`src/rtl/mem_pkg.sv`:
```
// rtl/mem_pkg.sv - shared types and constants for the MEM stage and its SRAM controller
// Contents: controller state type, default SRAM byte base, SRAM address/data widths,
// phase-counter width.
package mem_pkg;

  typedef enum logic [1:0] {
    S_IDLE = 2'd0,
    S_LO   = 2'd1,
    S_HI   = 2'd2,
    S_DONE = 2'd3
  } state_t;

  localparam int SRAM_BASE_DEF = 1024;
  localparam int SRAM_AW       = 18;
  localparam int SRAM_DW       = 16;
  localparam int CNT_W         = 4;

endpackage

```
`src/rtl/sram_ctrl.sv`:
```
// rtl/sram_ctrl.sv - two-phase 16-bit SRAM access controller for 32-bit words
// Purpose: splits one 32-bit access into a low and a high halfword phase, each
// SRAM_WAIT+1 cycles long, and assembles read data.
// Ports:
//   clk, rst        clock, asynchronous active-high reset
//   mem_r_en/w_en   access request (write wins when both are set)
//   addr_byte       byte address of the access
//   wdata           32-bit store data
//   sram_*          registered SRAM pins (address, WE_N, data out, OE), sram_dq_in read data
//   state           current controller state
//   read_data       assembled 32-bit read word
import mem_pkg::*;

module sram_ctrl #(
  parameter int SRAM_WAIT = 1,
  parameter int SRAM_BASE = SRAM_BASE_DEF
) (
  input  logic               clk,
  input  logic               rst,
  input  logic               mem_r_en,
  input  logic               mem_w_en,
  input  logic [31:0]        addr_byte,
  input  logic [31:0]        wdata,
  output logic [SRAM_AW-1:0] sram_addr,
  output logic               sram_we_n,
  output logic [SRAM_DW-1:0] sram_dq_out,
  output logic               sram_dq_oe,
  input  logic [SRAM_DW-1:0] sram_dq_in,
  output state_t             state,
  output logic [31:0]        read_data
);

  localparam logic [CNT_W-1:0] LAST = CNT_W'(SRAM_WAIT);

  state_t             state_q, state_d;
  logic [CNT_W-1:0]   cnt_q, cnt_d;
  logic [31:0]        rdata_q, rdata_d;
  logic [SRAM_AW-1:0] addr_q, addr_d;
  logic               we_n_q, we_n_d;
  logic               oe_q, oe_d;
  logic [SRAM_DW-1:0] dq_q, dq_d;

  logic        req;
  logic        is_write;
  logic        phase_end;
  logic [16:0] word_addr;

  assign req       = mem_r_en | mem_w_en;
  assign is_write  = mem_w_en;
  assign phase_end = (cnt_q == LAST);
  // Subtraction wraps modulo 2^32, truncation then wraps modulo 2^17 words.
  assign word_addr = 17'((addr_byte - 32'(SRAM_BASE)) >> 2);

  always_comb begin
    state_d = state_q;
    case (state_q)
      S_IDLE:  if (req)       state_d = S_LO;
      S_LO:    if (phase_end) state_d = S_HI;
      S_HI:    if (phase_end) state_d = S_DONE;
      default:                state_d = S_IDLE;
    endcase

    // Counter restarts on every state entry and only runs inside a phase.
    cnt_d = '0;
    if (state_d == state_q && (state_q == S_LO || state_q == S_HI))
      cnt_d = cnt_q + 1'b1;

    rdata_d = rdata_q;
    if (!is_write && phase_end) begin
      if (state_q == S_LO)      rdata_d[15:0]  = sram_dq_in;
      else if (state_q == S_HI) rdata_d[31:16] = sram_dq_in;
    end

    // Pins are registered from the next state so they line up with the state itself.
    addr_d = '0;
    we_n_d = 1'b1;
    oe_d   = 1'b0;
    dq_d   = '0;
    if (state_d == S_LO || state_d == S_HI) begin
      addr_d = {word_addr, state_d == S_HI};
      if (is_write) begin
        we_n_d = 1'b0;
        oe_d   = 1'b1;
        dq_d   = (state_d == S_HI) ? wdata[31:16] : wdata[15:0];
      end
    end
  end

  always_ff @(posedge clk or posedge rst) begin
    if (rst) begin
      state_q <= S_IDLE;
      cnt_q   <= '0;
      rdata_q <= '0;
      addr_q  <= '0;
      we_n_q  <= 1'b1;
      oe_q    <= 1'b0;
      dq_q    <= '0;
    end else begin
      state_q <= state_d;
      cnt_q   <= cnt_d;
      rdata_q <= rdata_d;
      addr_q  <= addr_d;
      we_n_q  <= we_n_d;
      oe_q    <= oe_d;
      dq_q    <= dq_d;
    end
  end

  assign state       = state_q;
  assign read_data   = rdata_q;
  assign sram_addr   = addr_q;
  assign sram_we_n   = we_n_q;
  assign sram_dq_out = dq_q;
  assign sram_dq_oe  = oe_q;

endmodule

```
`src/rtl/mem_stage.sv`:
```
// rtl/mem_stage.sv - pipeline MEM stage with SRAM access and MEM/WB register
// Purpose: runs loads/stores through sram_ctrl, stalls the pipeline while an
// access is in flight and inserts bubbles into MEM/WB during the stall.
// Ports:
//   clk, rst                              clock, asynchronous active-high reset
//   WB_EN_In, MEM_R_EN_In, MEM_W_EN_In    controls from EXE
//   ALU_Res, Val_Rm, Dest                 address/result, store data, destination
//   ready                                 low freezes the upstream pipeline
//   WB_EN_Out, MEM_R_EN_Out, ALU_Res_Out,
//   Mem_Data, Dest_Out                    MEM/WB register outputs
//   SRAM_ADDR, SRAM_WE_N, SRAM_DQ_Out,
//   SRAM_DQ_OE, SRAM_DQ_In                SRAM pins
import mem_pkg::*;

module mem_stage #(
  parameter int SRAM_WAIT = 1,
  parameter int SRAM_BASE = SRAM_BASE_DEF
) (
  input  logic               clk,
  input  logic               rst,
  input  logic               WB_EN_In,
  input  logic               MEM_R_EN_In,
  input  logic               MEM_W_EN_In,
  input  logic [31:0]        ALU_Res,
  input  logic [31:0]        Val_Rm,
  input  logic [3:0]         Dest,
  output logic               ready,
  output logic               WB_EN_Out,
  output logic               MEM_R_EN_Out,
  output logic [31:0]        ALU_Res_Out,
  output logic [31:0]        Mem_Data,
  output logic [3:0]         Dest_Out,
  output logic [SRAM_AW-1:0] SRAM_ADDR,
  output logic               SRAM_WE_N,
  output logic [SRAM_DW-1:0] SRAM_DQ_Out,
  output logic               SRAM_DQ_OE,
  input  logic [SRAM_DW-1:0] SRAM_DQ_In
);

  state_t      state;
  logic [31:0] read_data;

  logic        wb_en_q, wb_en_d;
  logic        mem_r_q, mem_r_d;
  logic [31:0] alu_q, alu_d;
  logic [31:0] data_q, data_d;
  logic [3:0]  dest_q, dest_d;

  sram_ctrl #(
    .SRAM_WAIT (SRAM_WAIT),
    .SRAM_BASE (SRAM_BASE)
  ) u_sram_ctrl (
    .clk         (clk),
    .rst         (rst),
    .mem_r_en    (MEM_R_EN_In),
    .mem_w_en    (MEM_W_EN_In),
    .addr_byte   (ALU_Res),
    .wdata       (Val_Rm),
    .sram_addr   (SRAM_ADDR),
    .sram_we_n   (SRAM_WE_N),
    .sram_dq_out (SRAM_DQ_Out),
    .sram_dq_oe  (SRAM_DQ_OE),
    .sram_dq_in  (SRAM_DQ_In),
    .state       (state),
    .read_data   (read_data)
  );

  // Stall starts in the same cycle a request shows up in IDLE, so upstream freezes at once.
  assign ready = !((state == S_IDLE && (MEM_R_EN_In || MEM_W_EN_In)) ||
                   state == S_LO || state == S_HI);

  always_comb begin
    wb_en_d = 1'b0;
    mem_r_d = 1'b0;
    alu_d   = alu_q;
    data_d  = data_q;
    dest_d  = dest_q;
    if (ready) begin
      wb_en_d = WB_EN_In;
      mem_r_d = MEM_R_EN_In;
      alu_d   = ALU_Res;
      data_d  = read_data;
      dest_d  = Dest;
    end
  end

  always_ff @(posedge clk or posedge rst) begin
    if (rst) begin
      wb_en_q <= 1'b0;
      mem_r_q <= 1'b0;
      alu_q   <= '0;
      data_q  <= '0;
      dest_q  <= '0;
    end else begin
      wb_en_q <= wb_en_d;
      mem_r_q <= mem_r_d;
      alu_q   <= alu_d;
      data_q  <= data_d;
      dest_q  <= dest_d;
    end
  end

  assign WB_EN_Out    = wb_en_q;
  assign MEM_R_EN_Out = mem_r_q;
  assign ALU_Res_Out  = alu_q;
  assign Mem_Data     = data_q;
  assign Dest_Out     = dest_q;

endmodule

```
`config.mk`:
```
export PLATFORM = sky130hd
export DESIGN_NAME = mem_stage
export DESIGN_NICKNAME = d
export VERILOG_FILES = /design/src/rtl/mem_pkg.sv /design/src/rtl/sram_ctrl.sv /design/src/rtl/mem_stage.sv
export SDC_FILE = /design/constraint.sdc
export NUM_CORES = 1
export LEC_CHECK = 0
export CORE_UTILIZATION = 45
export DETAILED_ROUTE_END_ITERATION = 12
export MAX_ROUTING_LAYER = met4
export PLACE_DENSITY = 0.78
export RECOVER_POWER = 100
export SLEW_MARGIN = 20
export SYNTH_ARGS = -nofsm -noshare
export SYNTH_HDL_FRONTEND = slang
export SYNTH_SLANG_ARGS = --single-unit
export TNS_END_PERCENT = 10
```
`constraint.sdc`:
```
create_clock -name clk -period 6.8 [get_ports clk]
set_input_delay 1.02 -clock clk [delete_from_list [all_inputs] [get_ports clk]]
set_output_delay 1.02 -clock clk [all_outputs]
set_load 0.02 [all_outputs]
```
# == Word-level counts from Yosys, hierarchy flattened ==
# Index checks and enable logic that the tools add are counted.
# totals
ff_bits,144
inputBits,89
out_inout_bits,107
wordCells,51
# op_classes
add_sub_neg,2
eq_ne,6
n_mux,15
bitwise_logic,2
reduce_logical,13
# ops
operator,n
$mux W16,3
$sub A19 B11 Y19 const B,1
$mux W18,1
$mux W1,6
$mux W2,3
$pmux W2 S3,1
$logic_or A1 B1 Y1,5
$add A4 B1 Y4 const B,1
$eq A2 B1 Y1 const B,2
$eq A2 B2 Y1 const B,2
$eq A4 B1 Y1 const B,1
$mux W4,1
$logic_and A1 B1 Y1,3
$reduce_and A3 Y1,1
$eq A2 B2 Y1,1
$logic_not A1 Y1,2
$logic_not A2 Y1,1
$reduce_and A2 Y1,1
$not A1 Y1,1
$or A1 B1 Y1,1

# == Longest topological paths before layout ==
# Gate-level depths: netlist of the first run.
# depth
word_depth,7
mapped_depth,11
depth_no_buf,9

# == Cells and area by module ==
# A second synthesis of the first run with hierarchy kept.
# unflattened
cells_unflattened,494
area_unflattened_um2,6417.4
# modules_own_cells
mod,n_inst,cells_each,area_each_um2,seq_area_each_um2
mem_stage,1,261,3278.1,1751.7
sram_ctrl,1,233,3139.3,1853.0

# == Worst setup path before layout of the first run ==
# OpenSTA, ideal clock, no wires.
# synth_timing
path_kind,input to register
start,input port MEM_R_EN_In
end,"register u_sram_ctrl.dq_q[10], in the netlist u_sram_ctrl.sram_dq_out[10]"
setup_ns,0.132
t_arrival_ns,2.847
required_time_ns,6.668
setup_slack_ns,3.821
stages,7
path_buffers,2
path_cell_list,or3b_2 > a211oi_1 > ha_1 > clkbuf_1 > buf_2 > mux2i_1 > nor2_1
# synth_between
elab_chain_cells,7
elab_cells_between_ends,9
classes_between,2 x eq/ne; 5 x mux; 1 x bitwise; 1 x reduce/logical
# synth_lines
item,line,source
"start, declared",mem_stage.sv:22,"input logic MEM_R_EN_In,"
$or A1 B1 Y1 *,sram_ctrl.sv:48,assign req = mem_r_en | mem_w_en;
$mux W2 *,sram_ctrl.sv:57,S_IDLE: if (req) state_d = S_LO;
$pmux W2 S3 *,sram_ctrl.sv:56,case (state_q)
net u_sram_ctrl.state_d[1],sram_ctrl.sv:35,"state_t state_q, state_d;"
$eq A2 B2 Y1,"sram_ctrl.sv:79, sram_ctrl.sv:84",
$mux W16,sram_ctrl.sv:84,dq_d = (state_d == S_HI) ? wdata[31:16] : wdata[15:0];
$mux W16,sram_ctrl.sv:81,if (is_write) begin
$mux W16 *,sram_ctrl.sv:79,if (state_d == S_LO || state_d == S_HI) begin
net u_sram_ctrl.dq_d[10],sram_ctrl.sv:41,"logic [SRAM_DW-1:0] dq_q, dq_d;"
"end signal, assigned",sram_ctrl.sv:105,dq_q <= dq_d;
"end, declared",sram_ctrl.sv:41,
# The timed path passes the listed nets; every way through them passes the cells marked *.
# A chain may end at the register's enable or synchronous reset.

==> summary.txt, run 1 <==
Global route
  – Vias in the first global route: 4,513
  – Initial antenna violation count: 1
  – Grt ovf: 0
  – Tot GR Track Use: 0.2191
  – Largest net degree at the start of global routing: 83
  – Global-route wire length before repair: 21.35 mm

Layout
  – Fin nets: 801
  – Syn-to-layout area delta: 44.76%
  – Fraction of layout cells with a size suffix above 1: 0.08380
  – Finished Layout Cells: 885
  – Fillcell total: 980
  – Fin util: 0.6799

Clocking
  – Clock-pin slew on the worst setup and hold paths: 0.05 ns
  – CTS resizes: 0
  – Clock buffer depth: 2
  – CTS buffer count: 17
  – CTS Hold Buffers Added: 0
  – Worst-Skew Late Latency: 0.41 ns
  – CTS tree: done
  – Root buffer cell: clkbuf_16
  – # Post-CTS Setup Buffers: 0
  – Depth of the CTS H-tree: 4
  – TritonCTS sink count: 144

Timing
  – Finish-stage setup viols: 0
  – Achievable frequency: 215.3 MHz
  – Final hold violations: 0
  – Unrepaired setup endpoints after global routing: no
  – Setup TNS: 0 ns
  – Max_slew headroom: -0.9030
  – Slew Viols, Final: 212
  – Worst-margin pin slew: 2.854 ns
  – Fin crit share: 0.6832
  – Min Tclk post-route: 4.646 ns
  – Clock Skews: 0.005072 ns

Synth
  – Cell taking the most area after synthesis: dfrtp_1
  – Ys flop type: dfrtp_1
  – Post-synth EDFFs: 0
  – Most numerous cell in the Yosys netlist: nand2_1
  – Syn avg cell area: 11.31 µm²
  – Cell variety after synth: 39
  – Post-synthesis cell area: 5736 µm²
  – Seq/Total Area, Yosys: 0.6285
  – Synth async-reset ratio: 1.000
  – Yosys Warn Count: 0
  – Share of the synthesized area in the top cell type: 0.6239
  – Top cells by count, synth: 186 x nand2_1, 143 x dfrtp_1, 28 x nor2_1, 20 x mux2_4, 18 x mux2_2
  – Gate Count Post-Synth: 507
  – FF+latch count, synth: 144
  – Syn Nets: 605
  – Synth top area cells: dfrtp_1 62%, nand2_1 12%, mux2_4 5.2%

Drt
  – Total wire length: 12.89 mm
  – Detailed Route Iter0 Violations: 202
  – DRT Pass-1 Iters: 5
  – Via count of the routed design: 4,223
  – Drt drc: 0
  – Final ANT Viol Nets: 0
  – Wire length per cell: 14.56 µm
  – Avg Vias per Cell: 4.772

Floorplan
  – Boundary Pins: 196
  – Row cnt: 40
  – Die width: 114.9 µm
  – Die H: 114.9 µm
  – Starting Density: 0.4697
  – Core Area: 12,210 µm²
  – Die ar.: 13,200 µm²

Job
  – Max Cap Viol: 3

Critical path
  – Worst-path fanout max: 82
  – Reg2Reg Setup Slack: 3.01 ns
  – CP required: 6.94 ns
  – Origin of the critical flop-to-flop path: u_sram_ctrl.state[0]$_DFF_PP0_
  – R2R depth: 7
  – CP Launch Point: rst
  – Worst R2R End: ALU_Res_Out[10]$_DFFE_PP0P_
  – Crit Path Class: in2async
  – Worst setup path end: ALU_Res_Out[10]$_DFFE_PP0P_
  – CP startpoint kind: primary input
  – CP Data Arrival Time: 4.78 ns
  – Endpoint class of the critical path: asynchronous set/reset pin

Placed design
  – Post-DP HPWL: 8.826 mm
  – Placed cells: 852
  – Gpl congestion: 0.7854
  – IO buf count: 195

Power
  – Max VDD drop: 263.8 µV
  – Leak: 0.004084 µW
  – PwrDens: 490.0 nW/µm²

Status
  – Status: finished, violations left
  – Violated checks: max-capacitance violations, max-slew violations

Hold path
  – HP Class: reg2reg
registers in the layout (all words and copies together), names as in the netlist:
name and flops:
u_sram_ctrl.cnt_q 4, Dest_Out 4, u_sram_ctrl.sram_addr 18, u_sram_ctrl.state 2
u_sram_ctrl.sram_dq_oe 1, Mem_Data 32, u_sram_ctrl.sram_dq_out 16, u_sram_ctrl.read_data 32
MEM_R_EN_Out 1, ALU_Res_Out 32, u_sram_ctrl.sram_we_n 1, WB_EN_Out 1
stage by stage:
stage               hold slack, ns  setup WS [ns]  cell area, µm²  power (µW)
global route                0.4933          1.265            8303        4349
detailed placement          0.4463          2.416            7807        3342
CTS                         0.4606          2.409            8401        4279
finish                      0.4595          2.154            8303        4069
global placement            0.4452          2.496            7807        3273
floorplan                   0.4331          1.915            5736        2534
power breakdown:
part	internal, µW	total, µW	leakage, µW	switching [µW]
sequential	1240	1400	0.00184	162
combinational	722	1750	0.00195	1030
clock	576	915	0.000292	340
cell families (layout without fill, tap and decap cells):
group / after synthesis / after routing / synth area share
xor gates and xnor gates: 8 / 8 / 0.01222
muxes: 54 / 54 / 0.1156
and+or+nand+nor: 245 / 245 / 0.1778
buffers and inverters: 30 / 239 / 0.02683
other: 0 / 1 / 0
adders and majority gates: 9 / 9 / 0.01963
AOI/OAI and AO/OA: 17 / 17 / 0.01942
DFF: 144 / 144 / 0.6285
worst max-delay path: stages:
cell	delay [ns]
dlygate4sd3_1	0.55
clkinvlp_2	1.52
clkbuf_2	1.63
per-layer routing:
layer	up-vias	wire, µm	track usage
li1	2034	-	-
met1	2015	5247	0.2440
met2	152	6490	0.3663
met3	22	919	0.06642
met4	0	227	0.09091
met5	-	0	-
cell type report:
cell class	count	area, µm²	share of cell area
diodes	1	2.502	0.0003014
clock buffers	22	484.2	0.05832
clock inverters	10	108.9	0.01311
inverters	9	35.03	0.004219
multi-input cells	333	1889	0.2275
flip-flops and latches	144	3605	0.4341
well taps	168	210.2	0.02532
repair buffers	198	1968	0.2370
worst min-delay path by stage:
stage	slack [ns]	end	cells past startpoint	startpoint
floorplan	0.43	Mem_Data[10]$_DFFE_PP0P_	2	u_sram_ctrl.read_data[10]$_DFFE_PP0P_
global placement	0.45	Mem_Data[15]$_DFFE_PP0P_	2	u_sram_ctrl.read_data[15]$_DFFE_PP0P_
detailed placement	0.45	Mem_Data[31]$_DFFE_PP0P_	2	u_sram_ctrl.read_data[31]$_DFFE_PP0P_
CTS	0.46	Mem_Data[31]$_DFFE_PP0P_	2	u_sram_ctrl.read_data[31]$_DFFE_PP0P_
global route	0.49	Mem_Data[23]$_DFFE_PP0P_	2	u_sram_ctrl.read_data[23]$_DFFE_PP0P_
finish	0.46	Mem_Data[31]$_DFFE_PP0P_	2	u_sram_ctrl.read_data[31]$_DFFE_PP0P_
placed cells by master, fill, tap and decap left out, drive strengths merged, types with 5 or more instances in the layout:
| master | synthesis | final |
|---|---|---|
| clkinv | 0 | 6 |
| ha | 9 | 9 |
| clkdlybuf4s50 | 0 | 86 |
| nor3 | 6 | 6 |
| dfrtp | 143 | 143 |
| clkbuf | 5 | 24 |
| nand2 | 188 | 188 |
| mux2 | 38 | 38 |
| nor2 | 29 | 29 |
| dlygate4sd3 | 0 | 109 |
| mux2i | 16 | 16 |
| inv | 9 | 8 |
| o21ai | 5 | 5 |
| nor2b | 8 | 8 |
No activity file was read; power rests on OpenSTA's default activity.
==> run 2, diff against run 1 <==
- CORE_UTILIZATION: 45 -> 41
- PLACE_DENSITY: 0.78 -> 0.75
- clock period: 6.8 -> 3.9 ns (I/O delays scaled with it)
==> run 2 against run 1 <==
The flow now finishes without violations; design area grew 1.5%; clock-buffer cell count grew 1; combinational power grew 75%; global-route usage shrank 2.0 points; non-clock buffer count grew 2; register-to-register slack lost 2.4 ns; clock skew grew 0.0039 ns; first-iteration DRC count shrank 9.9%; total power grew 81%; flip-flop and latch count is the same; via count is the same; core utilization shrank 5.4 points; critical endpoint is now u_sram_ctrl.sram_dq_out[13]$_DFF_PP0_.
==> summary.txt, run 2 (synthesis gave the netlist of run 1 again) <==
Clocking
  – CTS resizes: 0 (unchanged)
  – CTS tree: done
  – Clock buffer depth: 2 (unchanged)
  – CTS buffer count: 17 (unchanged)
  – Root buffer cell: clkbuf_16
  – # Post-CTS Setup Buffers: 0 (unchanged)
  – Clock-pin slew on the worst setup and hold paths: 0.06 ns (about the same)
  – TritonCTS sink count: 144 (unchanged)
  – Depth of the CTS H-tree: 4 (unchanged)
  – Worst-Skew Late Latency: 0.41 ns (about the same)
  – CTS Hold Buffers Added: 0 (unchanged)

Job
  – Max Cap Viol: 0 (-3)

Layout
  – Finished Layout Cells: 894 (+1.0%)
  – Antenna cell count: 0 (-1)
  – Fraction of layout cells with a size suffix above 1: 0.08217 (-0.001626)
  – Highest-count cells in the layout ignoring fill and taps: 187 x nand2_1, 143 x dfrtp_1, 108 x dlygate4sd3_1, 87 x clkdlybuf4s50_1, 28 x nor2_1
  – Syn-to-layout area delta: 46.92%
  – Fin nets: 803 (+0.25%)
  – Most common cell after layout, fill and taps aside: nand2_1

Placed design
  – Post-DP HPWL: 9.334 mm (+5.8%)
  – Gpl congestion: 0.8415 (+7.1%)
  – IO buf count: 195 (unchanged)
  – Placed cells: 862 (+1.2%)

Floorplan
  – Die ar.: 14,470 µm² (+9.6%)
  – Row cnt: 42 (+5.0%)
  – Boundary Pins: 196 (unchanged)
  – Die H: 120.3 µm (+4.7%)
  – Die width: 120.3 µm (+4.7%)
  – Starting Density: 0.4263 (-0.04333)
  – Core Area: 13,450 µm² (+10%)

Drt
  – Detailed Route Iter0 Violations: 182 (-9.9%)
  – Avg Vias per Cell: 4.724 (-1.0%)
  – Drt drc: 0 (unchanged)
  – Wire length per cell: 14.79 µm (+1.6%)
  – Via count of the routed design: 4,223 (unchanged)
  – DRT Pass-1 Iters: 4 (-1)
  – Final ANT Viol Nets: 0 (unchanged)
  – Total wire length: 13.22 mm (+2.6%)

Hold path
  – HP Class: reg2reg
  – WHS Path Cells: 2 (unchanged)
  – Hold endpoint: ALU_Res_Out[9]$_DFFE_PP0P_
  – Worst hold start: ALU_Res_Out[9]$_DFFE_PP0P_

Timing
  – Max_slew headroom: 0.06353 (+0.9665)
  – Min Tclk post-route: 3.261 ns
  – Final hold violations: 0 (unchanged)
  – Worst-margin pin slew: 1.405 ns (-1.450 ns)
  – Finish-stage setup viols: 0 (unchanged)
  – Achievable frequency: 306.6 MHz
  – Unrepaired setup endpoints after global routing: no
  – Slew Viols, Final: 0 (-100%)
  – Setup TNS: 0 ns (unchanged)
  – Clock Skews: 0.008999 ns (+0.003928 ns)
  – Fin crit share: 0.8362

Global route
  – Initial antenna violation count: 0 (-1)
  – Vias in the first global route: 4,340 (-3.8%)
  – Grt ovf: 0 (unchanged)
  – Largest net degree at the start of global routing: 77 (-7.2%)
  – Global-route wire length before repair: 21.40 mm (+0.26%)
  – Tot GR Track Use: 0.1988 (-0.02025)

Critical path
  – CP required: 4.17 ns (-2.77 ns)
  – CP startpoint kind: register
  – Slowest-stage cell, CP: clkbuf_1
  – R2R depth: 8 (+1)
  – CP most frequent cell: ha_1
  – Origin of the critical flop-to-flop path: u_sram_ctrl.state[0]$_DFF_PP0_
  – Worst R2R End: u_sram_ctrl.sram_dq_out[13]$_DFF_PP0_
  – CP peak stage delay: 0.82 ns (-0.81 ns)
  – Endpoint class of the critical path: register
  – Crit Path Class: reg2reg
  – Worst-path fanout max: 17 (-79%)
  – Reg2Reg Setup Slack: 0.64 ns (-2.37 ns)
  – CP Data Arrival Time: 3.53 ns (-1.25 ns)
  – Crit-path cells: inv_1, ha_1, or3b_2, a211oi_1, ha_1, clkbuf_1, mux2i_1, nor2_1

Power
  – Leak: 0.004129 µW (+1.1%)
  – PwrDens: 875.4 nW/µm² (+79%)
  – Max VDD drop: 491.9 µV (+86%)

Status
  – Status: finished clean
run 2: worst max-delay path: cells and delay by family (launching register included):
family	cells	cell delay (ns)
buffers and inverters	2	1.02
adders and majority gates	2	0.46
and+or+nand+nor	2	0.54
AOI/OAI and AO/OA	1	0.36
DFF	1	0.45
muxes	1	0.29
run 2: per-stage QoR:
stage          total power [µW]  worst slack, ns  hold slack (ns)  instance area (µm²)  utilization
4_1_cts                    7752           0.6799           0.4715                 8533       0.6343
2_1_floorplan              4419            1.191           0.4331                 5739            -
5_1_grt                    7836           0.4444           0.4837                 8427       0.6264
3_3_place_gp               5745           0.6160           0.4509                 7844       0.5831
6_report                   7377           0.6389           0.4641                 8427       0.6264
3_5_place_dp               5859           0.4554           0.4563                 7844       0.5831
run 2: per-layer routing:
layer,global-route usage,part of all wire
met1,0.2295,0.42
met2,0.3315,0.50
met3,0.05755,0.069
met4,0.06944,0.014
met5,-,0
run 2: cell type report:
class / count / area (µm²)
fill: 1126 / 5026
timing repair buffer: 200 / 1991
multi-input combinational: 333 / 1887
clock buffer: 23 / 488.0
sequential: 144 / 3605
clock inverter: 9 / 201.4
tap: 176 / 220.2
inverter: 9 / 35.03
run 2: power by group:
group,total (µW),leakage [µW],switching [µW],internal [µW]
registers,2450,0.00184,293,2160
clock network,1850,0.000334,586,1270
logic,3070,0.00196,1820,1250
total,7380,0.00413,2700,4680
run 2: worst max path at each step:
stage                                       endpoint                           start  slack, ns
2_1_floorplan  u_sram_ctrl.sram_dq_out[10]$_DFF_PP0_  u_sram_ctrl.state[0]$_DFF_PP0_       1.19
5_1_grt         u_sram_ctrl.sram_dq_out[9]$_DFF_PP0_  u_sram_ctrl.state[0]$_DFF_PP0_       0.44
3_5_place_dp   u_sram_ctrl.sram_dq_out[11]$_DFF_PP0_                     MEM_W_EN_In       0.46
4_1_cts        u_sram_ctrl.sram_dq_out[11]$_DFF_PP0_  u_sram_ctrl.state[0]$_DFF_PP0_       0.68
6_report       u_sram_ctrl.sram_dq_out[13]$_DFF_PP0_  u_sram_ctrl.state[0]$_DFF_PP0_       0.64
3_3_place_gp    u_sram_ctrl.sram_dq_out[7]$_DFF_PP0_                     MEM_W_EN_In       0.62
